File: src/rtl/fifo_pkg.sv
// Shared async-FIFO definitions: default geometry, pointer type and Gray/binary helpers.
// Both the read-side and write-side controllers import this package.
package fifo_pkg;

   localparam int FIFO_ADDR_SIZE = 4;
   localparam int FIFO_AE_THRESH = 2;

   typedef logic [FIFO_ADDR_SIZE:0] ptr_t;

   function automatic ptr_t bin2gray(input ptr_t bin);
      return (bin >> 1) ^ bin;
   endfunction

   function automatic ptr_t gray2bin(input ptr_t gray);
      ptr_t bin;
      bin[FIFO_ADDR_SIZE] = gray[FIFO_ADDR_SIZE];
      for (int i = FIFO_ADDR_SIZE - 1; i >= 0; i--)
         bin[i] = bin[i+1] ^ gray[i];
      return bin;
   endfunction

endpackage

File: src/rtl/gray2bin_conv.sv
// Combinational Gray-to-binary converter; each binary bit is the XOR of all
// Gray bits at or above its position.
module gray2bin_conv #(
   parameter int WIDTH = 5
) (
   input  logic [WIDTH-1:0] gray,
   output logic [WIDTH-1:0] bin
);

   for (genvar i = 0; i < WIDTH; i++) begin : g_bit
      assign bin[i] = ^gray[WIDTH-1:i];
   end

endmodule

File: src/rtl/rptr_empty_ctrl.sv
// Read-side pointer and status controller of the async FIFO: binary/Gray read
// pointers plus registered empty, almost-empty, fill level and sticky underflow.
module rptr_empty_ctrl
   import fifo_pkg::*;
#(
   parameter int ADDR_SIZE = FIFO_ADDR_SIZE,
   parameter int AE_THRESH = FIFO_AE_THRESH
) (
   input  logic                 rclk,
   input  logic                 rrst,
   input  logic                 rinc,
   input  logic [ADDR_SIZE:0]   rq2_wptr,
   output logic [ADDR_SIZE-1:0] raddr,
   output logic [ADDR_SIZE:0]   rptr,
   output logic                 rempty,
   output logic                 ralmost_empty,
   output logic [ADDR_SIZE:0]   rlevel,
   output logic                 runderflow
);

   localparam logic [ADDR_SIZE:0] AE_LIMIT = (ADDR_SIZE+1)'(AE_THRESH);

   logic [ADDR_SIZE:0] rbin;
   logic [ADDR_SIZE:0] rbin_next;
   logic [ADDR_SIZE:0] rgray_next;
   logic [ADDR_SIZE:0] wbin_s;
   logic [ADDR_SIZE:0] level_next;
   logic               pop;

   gray2bin_conv #(
      .WIDTH (ADDR_SIZE + 1)
   ) u_wptr_conv (
      .gray (rq2_wptr),
      .bin  (wbin_s)
   );

   assign pop = rinc & ~rempty;

   // NOTE: every signal written here gets a value on every pass, so no latch is inferred.
   always_comb begin
      rbin_next  = rbin + {{ADDR_SIZE{1'b0}}, pop};
      rgray_next = (rbin_next >> 1) ^ rbin_next;
      // Full-width subtraction keeps the wrap bit, so a full FIFO reads as 2**ADDR_SIZE, not 0.
      level_next = wbin_s - rbin_next;
   end

   // NOTE: non-blocking assignments so every register samples pre-edge values.
   always_ff @(posedge rclk or posedge rrst) begin
      if (rrst) begin
         rbin          <= '0;
         rptr          <= '0;
         rempty        <= 1'b1;
         ralmost_empty <= 1'b1;
         rlevel        <= '0;
         runderflow    <= 1'b0;
      end else begin
         rbin          <= rbin_next;
         rptr          <= rgray_next;
         rempty        <= (rgray_next == rq2_wptr);
         ralmost_empty <= (level_next <= AE_LIMIT);
         rlevel        <= level_next;
         runderflow    <= runderflow | (rinc & rempty);
      end
   end

   assign raddr = rbin[ADDR_SIZE-1:0];

endmodule

File: config.mk
export PLATFORM = sky130hd
export DESIGN_NAME = rptr_empty_ctrl
export DESIGN_NICKNAME = d
export VERILOG_FILES = /design/src/rtl/fifo_pkg.sv /design/src/rtl/gray2bin_conv.sv /design/src/rtl/rptr_empty_ctrl.sv
export SDC_FILE = /design/constraint.sdc
export NUM_CORES = 1
export LEC_CHECK = 0
export CORE_ASPECT_RATIO = 0.7
export CORE_MARGIN = 2
export CORE_UTILIZATION = 40
export DETAILED_ROUTE_END_ITERATION = 7
export DONT_BUFFER_PORTS = 1
export PLACE_DENSITY = 0.51
export SLEW_MARGIN = 10
export SYNTH_ARGS = -nofsm -noshare
export SYNTH_HDL_FRONTEND = slang
export SYNTH_HIERARCHICAL = 1
export SYNTH_SLANG_ARGS = --single-unit
File: constraint.sdc
create_clock -name rclk -period 5.73 [get_ports rclk]
set_clock_uncertainty 0.15 [all_clocks]
set_input_delay 1.146 -clock rclk [delete_from_list [all_inputs] [get_ports rclk]]
set_output_delay 1.146 -clock rclk [all_outputs]
set_load 0.005 [all_outputs]
* Word level (Yosys, flattened, before mapping)
Cells that the tools add are included. Widths: inputs -> output; s select.
Word-level totals: register bits 18, output and inout bits 17
Operators by class: $add $sub $neg 2, order comparisons 1, eq/ne operators 1, bitwise gates (word level) 5, reductions and logical operators 4
Operators by type and width (count):
- $add 5x1->5 | 1
- $eq 5x5->1 | 1
- $le 5x2->1 const B | 1
- $reduce_xor 5->1 | 1
- $sub 5x5->5 | 1
- $xor 4x5->5 | 1
- $reduce_xor 4->1 | 1
- $reduce_xor 3->1 | 1
- $and 1x1->1 | 2
- $reduce_xor 2->1 | 1
- $not 1->1 | 1
- $or 1x1->1 | 1

* Depth between registers and ports, before layout
Gate-level depths: netlist (run 1).
depth in word-level cells 5, mapped depth 12

* Modules after synthesis
The synthesis (run 1) kept the hierarchy.
By module, submodules not included:
- rptr_empty_ctrl | times used 1, cells each 77, area an instance 915.9 sq um, sequential area each 427.9 sq um
- gray2bin_conv | times used 1, cells each 6, area an instance 72.6 sq um, sequential area each 0.0 sq um

* Worst setup path after synthesis (run 1)
No wires, ideal clock.
kind input -> register, start in rq2_wptr[4], end reg ralmost_empty, library setup time 0.099 ns, arrival 3.029 ns, data required time 5.481 ns, slack 2.452 ns, stages on the path 11, buffers on the path 0, cells stage by stage xor2_2 xnor3_1 inv_1 ha_1 inv_1 ha_1 nand2b_1 o221ai_1 a31o_2 nor2_1 a2111oi_4
Between the ends: longest elaborated chain between the ends 3, elaborated cells between the ends (all ways) 6, classes of those cells 1 x add/sub; 1 x order compare; 4 x reduce/logical
Ends and longest elaborated chain:
- start, declared | line rptr_empty_ctrl.sv:12 | input logic [ADDR_SIZE:0] rq2_wptr,
- $reduce_xor 5->1 | line gray2bin_conv.sv:11 | assign bin[i] = ^gray[WIDTH-1:i];
- net wbin_s[0] | line rptr_empty_ctrl.sv:26 | logic [ADDR_SIZE:0] wbin_s;
- $sub 5x5->5 | line rptr_empty_ctrl.sv:44 | level_next = wbin_s - rbin_next;
- net level_next[4] | line rptr_empty_ctrl.sv:27 | logic [ADDR_SIZE:0] level_next;
- $le 5x2->1 | line rptr_empty_ctrl.sv:60 | ralmost_empty <= (level_next <= AE_LIMIT);
- end signal, assigned | line rptr_empty_ctrl.sv:60
- end, declared | line rptr_empty_ctrl.sv:16 | output logic ralmost_empty,
The timed path passes the listed nets, and every way through them passes these cells.

* Final worst setup path (run 1)
start in rinc, end reg rempty
Between the ends: longest elaborated chain between the ends 4
Ends and longest elaborated chain:
- start, declared | line rptr_empty_ctrl.sv:11 | input logic rinc,
- $and 1x1->1 | line rptr_empty_ctrl.sv:37 | assign pop = rinc & ~rempty;
- $add 5x1->5 | line rptr_empty_ctrl.sv:41 | rbin_next = rbin + {{ADDR_SIZE{1'b0}}, pop};
- net rbin_next[2] | line rptr_empty_ctrl.sv:24 | logic [ADDR_SIZE:0] rbin_next;
- $xor 4x5->5 | line rptr_empty_ctrl.sv:42 | rgray_next = (rbin_next >> 1) ^ rbin_next;
- $eq 5x5->1 | line rptr_empty_ctrl.sv:59 | rempty <= (rgray_next == rq2_wptr);
- end signal, assigned | line rptr_empty_ctrl.sv:59
- end, declared | line rptr_empty_ctrl.sv:15 | output logic rempty,
The timed path passes the listed nets, and every way through them passes these cells.

==> impl_metrics.py, run 1 <==
metrics = {
    "yosys": {
        "synth_area_um2": 988,
        "synth_top_area_cell": "dfrtp_1",
        "synth_top_area_share_pct": 38.0,
        "synth_fp_nets": 95,
        "synthFlopType": "dfrtp_1",
        "syn_inst": 83,
        "syn_area_per_cell_um2": 11.9,
        "synthTopCellsByCount": "15 x dfrtp_1, 14 x xnor2_1, 7 x inv_1, 7 x xor2_1",
        "synthTopCellsByArea": "dfrtp_1 38%, xnor2_1 12%, xor2_1 6.2%",
        "synth_cell_type_count": 32,
        "yosys_register_bits": 17,
        "synth_edf_count": 0,
        "async_reset_ff_share_pct": 100,
        "yosysSeqAreaShare_pct": 43.3,
        "synth.most_common_cell": "dfrtp_1",
        "yosys_warnings": 6,
    },
    "timing": {
        "min_period_over_period_pct": 55.7,
        "max_freq_ghz": 0.313,
        "slew_headroom_pct": 57.5,
        "layout_min_cycle_time_ns": 3.19,
        "finalSetupViolCount": 0,
        "hold_violations": 0,
        "drv_slew": 0,
        "worst_slew_pin_slew_ns": 0.637,
        "setup_tns_ns": 0,
        "rsz0062_at_grt": "no",
    },
    "floorplan": {
        "rows": 15,
        "die_h_um": 45.6,
        "coreArea_um2": 2400,
        "io_pins": 25,
        "start_util_pct": 41.1,
        "die_w_um": 63.4,
        "die_area_um2": 2890,
    },
    "min_path": {
        "hold_end": "runderflow",
        "min_path_cells": 1,
        "hold_class": "flip-flop to flip-flop",
        "hp-start": "runderflow",
    },
    "route": {
        "drtIter0Drc": 6,
        "wl_per_cell_um": 14.3,
        "drt_wl_total_um": 1700,
        "via_per_inst": 4.92,
        "drcViolationCount": 0,
        "vias": 585,
        "ant_nets": 0,
        "drt-pass1-iter-count": 4,
    },
    "cts": {
        "cts_resized": 0,
        "clockRootBuffer": "clkbuf_4",
        "cts.clk_slew.worst_paths_ns": 0.09,
        "h-tree-depth": 1,
        "post_cts_buffers": 0,
        "cts_tree": "yes",
        "clk_latency_ns": 0.29,
        "postCtsHoldBufs": 0,
        "numCtsBuffers": 3,
        "clock-sinks": 17,
        "clockBufferDepth": 2,
    },
    "pwr": {
        "clock_power_share_pct": 8.5,
        "power_leakage_nw": 0.436,
        "combPwrFrac_pct": 58.9,
        "p_switching_w": 0.000337,
        "switching_share_pct": 45.4,
        "seqPwrFrac_pct": 32.6,
        "powerDensity_nw_per_um2": 716,
        "ir_worst_vdd_mv": 0.235,
        "internal-power_w": 0.000406,
    },
    "global_route": {
        "gr-total-overflow": 0,
        "antenna_found_initial": 0,
        "grt_pass1_vias": 570,
        "grt_max_degree": 18,
        "grt_use_total_pct": 13.1,
        "grt_pass1_wl_um": 2780,
    },
    "setup_path": {
        "r2r_end": "rempty",
        "critPathArrivalTime_ns": 3.22,
        "worstPathRequired_ns": 5.76,
        "cp_max_fo": 6,
        "startpoint_type": "input port",
        "r2r_slack_ns": 2.79,
        "r2r_start": "rempty",
        "criticalPathCategory": "input port to flip-flop",
        "setup.worst_path.end_class": "flip-flop",
        "rr_worst_depth": 7,
    },
    "cells_and_area": {
        "num_antenna_cells": 0,
        "regArea_um2": 428,
        "n_fill_cell": 251,
        "drive_above_1_share_pct": 17.6,
        "multi_input_area_um2": 512,
        "nets": 98,
        "syn2layout_area_growth_pct": 5.06,
        "fin_area_um2": 1040,
    },
    "status": {
        "status": "finished, final reports clean",
    },
    "placed_design": {
        "portBuffers": 0,
        "place_hpwl_um": 1340,
        "placed_area_um2": 1010,
        "globalplace.congestion": 0.768,
    },
    "run": {
        "cap_violations": 0,
    },
}
==> final cells by class <==
cell class	instances	area share, %
Clock buffer	4	2.53
Inverter	8	2.89
Multi-Input combinational cell	56	49.3
Sequential cell	17	41.2
Tap cell	34	4.10
==> worst max-delay path: stages <==
cell and delay, ns:
and3b_1 0.24, ha_1 0.25, xnor2_1 0.50, inv_2 0.17
xnor2_1 0.17, or3_1 0.36, a2111oi_2 0.38
==> routing by layer <==
layer  global-route usage (%)  share of wire, %
met5                        0                 0
met4                     3.91                 0
met3                     5.45               5.7
met2                     20.4                43
met1                     16.9                51
==> flip-flops by register name, indices dropped and copies added (netlist names) <==
register and cells:
rptr 4, rbin 5, rlevel 5, rempty 1, ralmost_empty 1, runderflow 1
==> power by group through the flow <==
stage,logic (W),registers (W),clock network [W]
detailed placement,0.000440,0.000247,0
CTS,0.000443,0.000244,0.0000676
global route,0.000486,0.000250,0.0000721
finish,0.000438,0.000242,0.0000632
floorplan,0.000380,0.000235,0
global placement,0.000436,0.000246,0
==> metrics by stage <==
stage                     utilization, %  hold WS [ns]  cells  power, W  setup WS (ns)
final                               43.2         0.355    119  0.000743           2.54
after global routing                43.2         0.374    119  0.000808           2.32
after CTS                           43.2         0.365    119  0.000755           2.54
after detailed placement            42.1         0.341    115  0.000687           2.23
after global placement              42.1         0.319    115  0.000681           2.27
after floorplan                        -         0.301     83  0.000614           2.45
==> cell families (layout without fill, tap and decap cells) <==
kind of cell | after synthesis | in the layout | share of synthesized area, %
buffers and inverters | 10 | 12 | 4.94
AOI/OAI and AO/OA | 11 | 11 | 10.3
adders and majority gates | 5 | 5 | 6.20
and+or+nand+nor | 14 | 14 | 7.85
DFF | 17 | 17 | 43.3
xor gates and xnor gates | 26 | 26 | 27.5
==> placed cells by master, fill, tap and decap left out, types with 2 or more instances in the layout <==
master and count:
clkbuf_4 3, a21oi_1 3, xor2_2 3, nor2_1 4, inv_1 7, xnor2_1 14
xor2_1 7, nand3_1 2, ha_1 4, dfstp_2 2, dfrtp_1 15
==> how the worst max path moves through the flow <==
stage	from	to	slack, ns	cells past startpoint
after global routing	rinc	rempty	2.32	7
after CTS	rinc	rempty	2.54	7
after global placement	rinc	rempty	2.27	7
final	rinc	rempty	2.54	7
after floorplan	rq2_wptr[4]	ralmost_empty	2.45	11
after detailed placement	rq2_wptr[4]	ralmost_empty	2.23	11
No activity file was read; power rests on OpenSTA's default activity.
==> run 2: changes to the inputs <==
- PLACE_DENSITY: 0.51 -> 0.53
- clock period: 5.73 -> 2.66 ns (I/O delays scaled with it)
==> run 2 against run 1 <==
Combinational power rose to 2.6 times the previous value. Clock power increased by 120%. Clock-buffer cell count unchanged. Register-to-register slack got worse by 2.7 ns. Critical path depth is 2 higher. Largest power group unchanged. Via count up 4.1%. Power rose by 140%. Sequential share of layout area down 4.2 points. Sequential cell count unchanged. Sequential power rose by 110%. Critical endpoint is now ralmost_empty.
==> impl_metrics.py, run 2 (synthesis gave the netlist of run 1 again) <==
metrics = {
    "status": {
        "status": "finished, final reports clean",
    },
    "cells_and_area": {
        "layout_commonest_cell": "dfrtp_1",
        "drive_above_1_share_pct": 32.6,
        "nets": 108,
        "fin_cells": 129,
        "mostFrequentLayoutCells": "15 x dfrtp_1, 13 x xnor2_1, 10 x buf_4, 7 x inv_1, 6 x xor2_1",
        "num_antenna_cells": 0,
        "syn2layout_area_growth_pct": 16.8,
        "top_regs": "rbin x5, rlevel x5, rptr x4",
    },
    "route": {
        "ant_nets": 0,
        "vias": 609,
        "drt_wl_total_um": 1750,
        "drtIter0Drc": 18,
        "drcViolationCount": 0,
        "wl_per_cell_um": 13.5,
        "via_per_inst": 4.72,
        "drt-pass1-iter-count": 4,
    },
    "global_route": {
        "grt_max_degree": 18,
        "grt_pass1_wl_um": 2750,
        "antenna_found_initial": 0,
        "gr-total-overflow": 0,
        "grt_use_total_pct": 13.2,
        "grt_pass1_vias": 596,
    },
    "cts": {
        "numCtsBuffers": 3,
        "cts_resized": 0,
        "cts_tree": "yes",
        "clk_latency_ns": 0.29,
        "clockRootBuffer": "clkbuf_4",
        "cts.clk_slew.worst_paths_ns": 0.10,
        "clock-sinks": 17,
        "post_cts_buffers": 0,
        "postCtsHoldBufs": 0,
        "h-tree-depth": 1,
        "clockBufferDepth": 2,
    },
    "timing": {
        "finalSetupViolCount": 0,
        "worst_slew_pin_slew_ns": 0.630,
        "drv_slew": 0,
        "layout_min_cycle_time_ns": 2.55,
        "slew_headroom_pct": 57.9,
        "max_freq_ghz": 0.392,
        "hold_violations": 0,
        "min_period_over_period_pct": 95.9,
        "setup_tns_ns": 0,
    },
    "floorplan": {
        "coreArea_um2": 2400,
        "die_area_um2": 2890,
        "start_util_pct": 41.1,
        "die_h_um": 45.6,
        "rows": 15,
        "io_pins": 25,
        "die_w_um": 63.4,
    },
    "pwr": {
        "powerDensity_nw_per_um2": 1530,
        "ir_worst_vdd_mv": 0.470,
        "power_leakage_nw": 0.494,
    },
    "placed_design": {
        "dp_cells": 125,
        "globalplace.congestion": 0.810,
        "place_hpwl_um": 1420,
        "portBuffers": 0,
    },
    "min_path": {
        "hold_class": "input port to async pin",
    },
    "setup_path": {
        "crit_family": "compound AO/OA/AOI/OAI gates",
        "path_cells": "and3b_1, ha_1, xnor2_2, ha_2, nand2b_1, o221ai_2, a31o_2, nor2_1, a2111oi_4",
        "startpoint_type": "flip-flop",
        "criticalPathCategory": "flip-flop to flip-flop",
        "cpMaxStageDelayCell": "dfstp_2",
        "critPathBufInv": 0,
        "setup.worst_path.end_class": "flip-flop",
        "cpPeakStageDelay_ns": 0.54,
        "critPathArrivalTime_ns": 2.60,
        "worstPathRequired_ns": 2.71,
        "cp_max_fo": 4,
    },
    "run": {
        "cap_violations": 0,
    },
}
==> run 2: power by group <==
group,switching (W),internal [W],total (W)
Sequential,0.0000959,0.000407,0.000502
Clock,0.0000793,0.0000583,0.000138
Combinational,0.000598,0.000529,0.00113
==> run 2: area by class of cell <==
type | instances | area (um2)
Clock buffer | 4 | 26.3
Fill cell | 242 | 1250
Inverter | 8 | 30.0
Multi-Input combinational cell | 56 | 553
Sequential cell | 17 | 428
Tap cell | 34 | 42.5
Timing Repair Buffer | 10 | 75.1
==> run 2: per-stage QoR <==
step           area [um2]  setup WS (ns)  util [%]  hold WS [ns]  power (W)
4_1_cts              1120         0.0198      46.8        0.0774    0.00173
2_1_floorplan        1000         0.0207         -         0.301    0.00132
3_3_place_gp         1100        0.00233      45.7         0.320    0.00158
6_report             1150          0.109      48.1        0.0490    0.00177
5_1_grt              1150        -0.0297      48.1         0.112    0.00191
3_5_place_dp         1100        -0.0517      45.7         0.346    0.00159
==> run 2: routing by layer <==
layer | part of all wire, % | wire (um) | track usage (%)
met2 | 43 | 756 | 20.0
met1 | 51 | 882 | 17.6
met5 | 0 | 0 | 0
met3 | 6.1 | 107 | 5.45
met4 | 0 | 0 | 3.91
==> run 2: final timing paths <==
check / from / cells past startpoint / endpoint / slack [ns]
worst min register to register: runderflow / 1 / runderflow / 0.35
max in group asynchronous: rrst / 1 / rbin[1] / 1.91
worst max-delay path: rempty / 9 / ralmost_empty / 0.11
worst max register to register: rempty / 9 / ralmost_empty / 0.11
min in group rclk: rinc / 1 / runderflow / 0.21
worst min-delay path: rrst / 1 / rptr[3] / 0.05
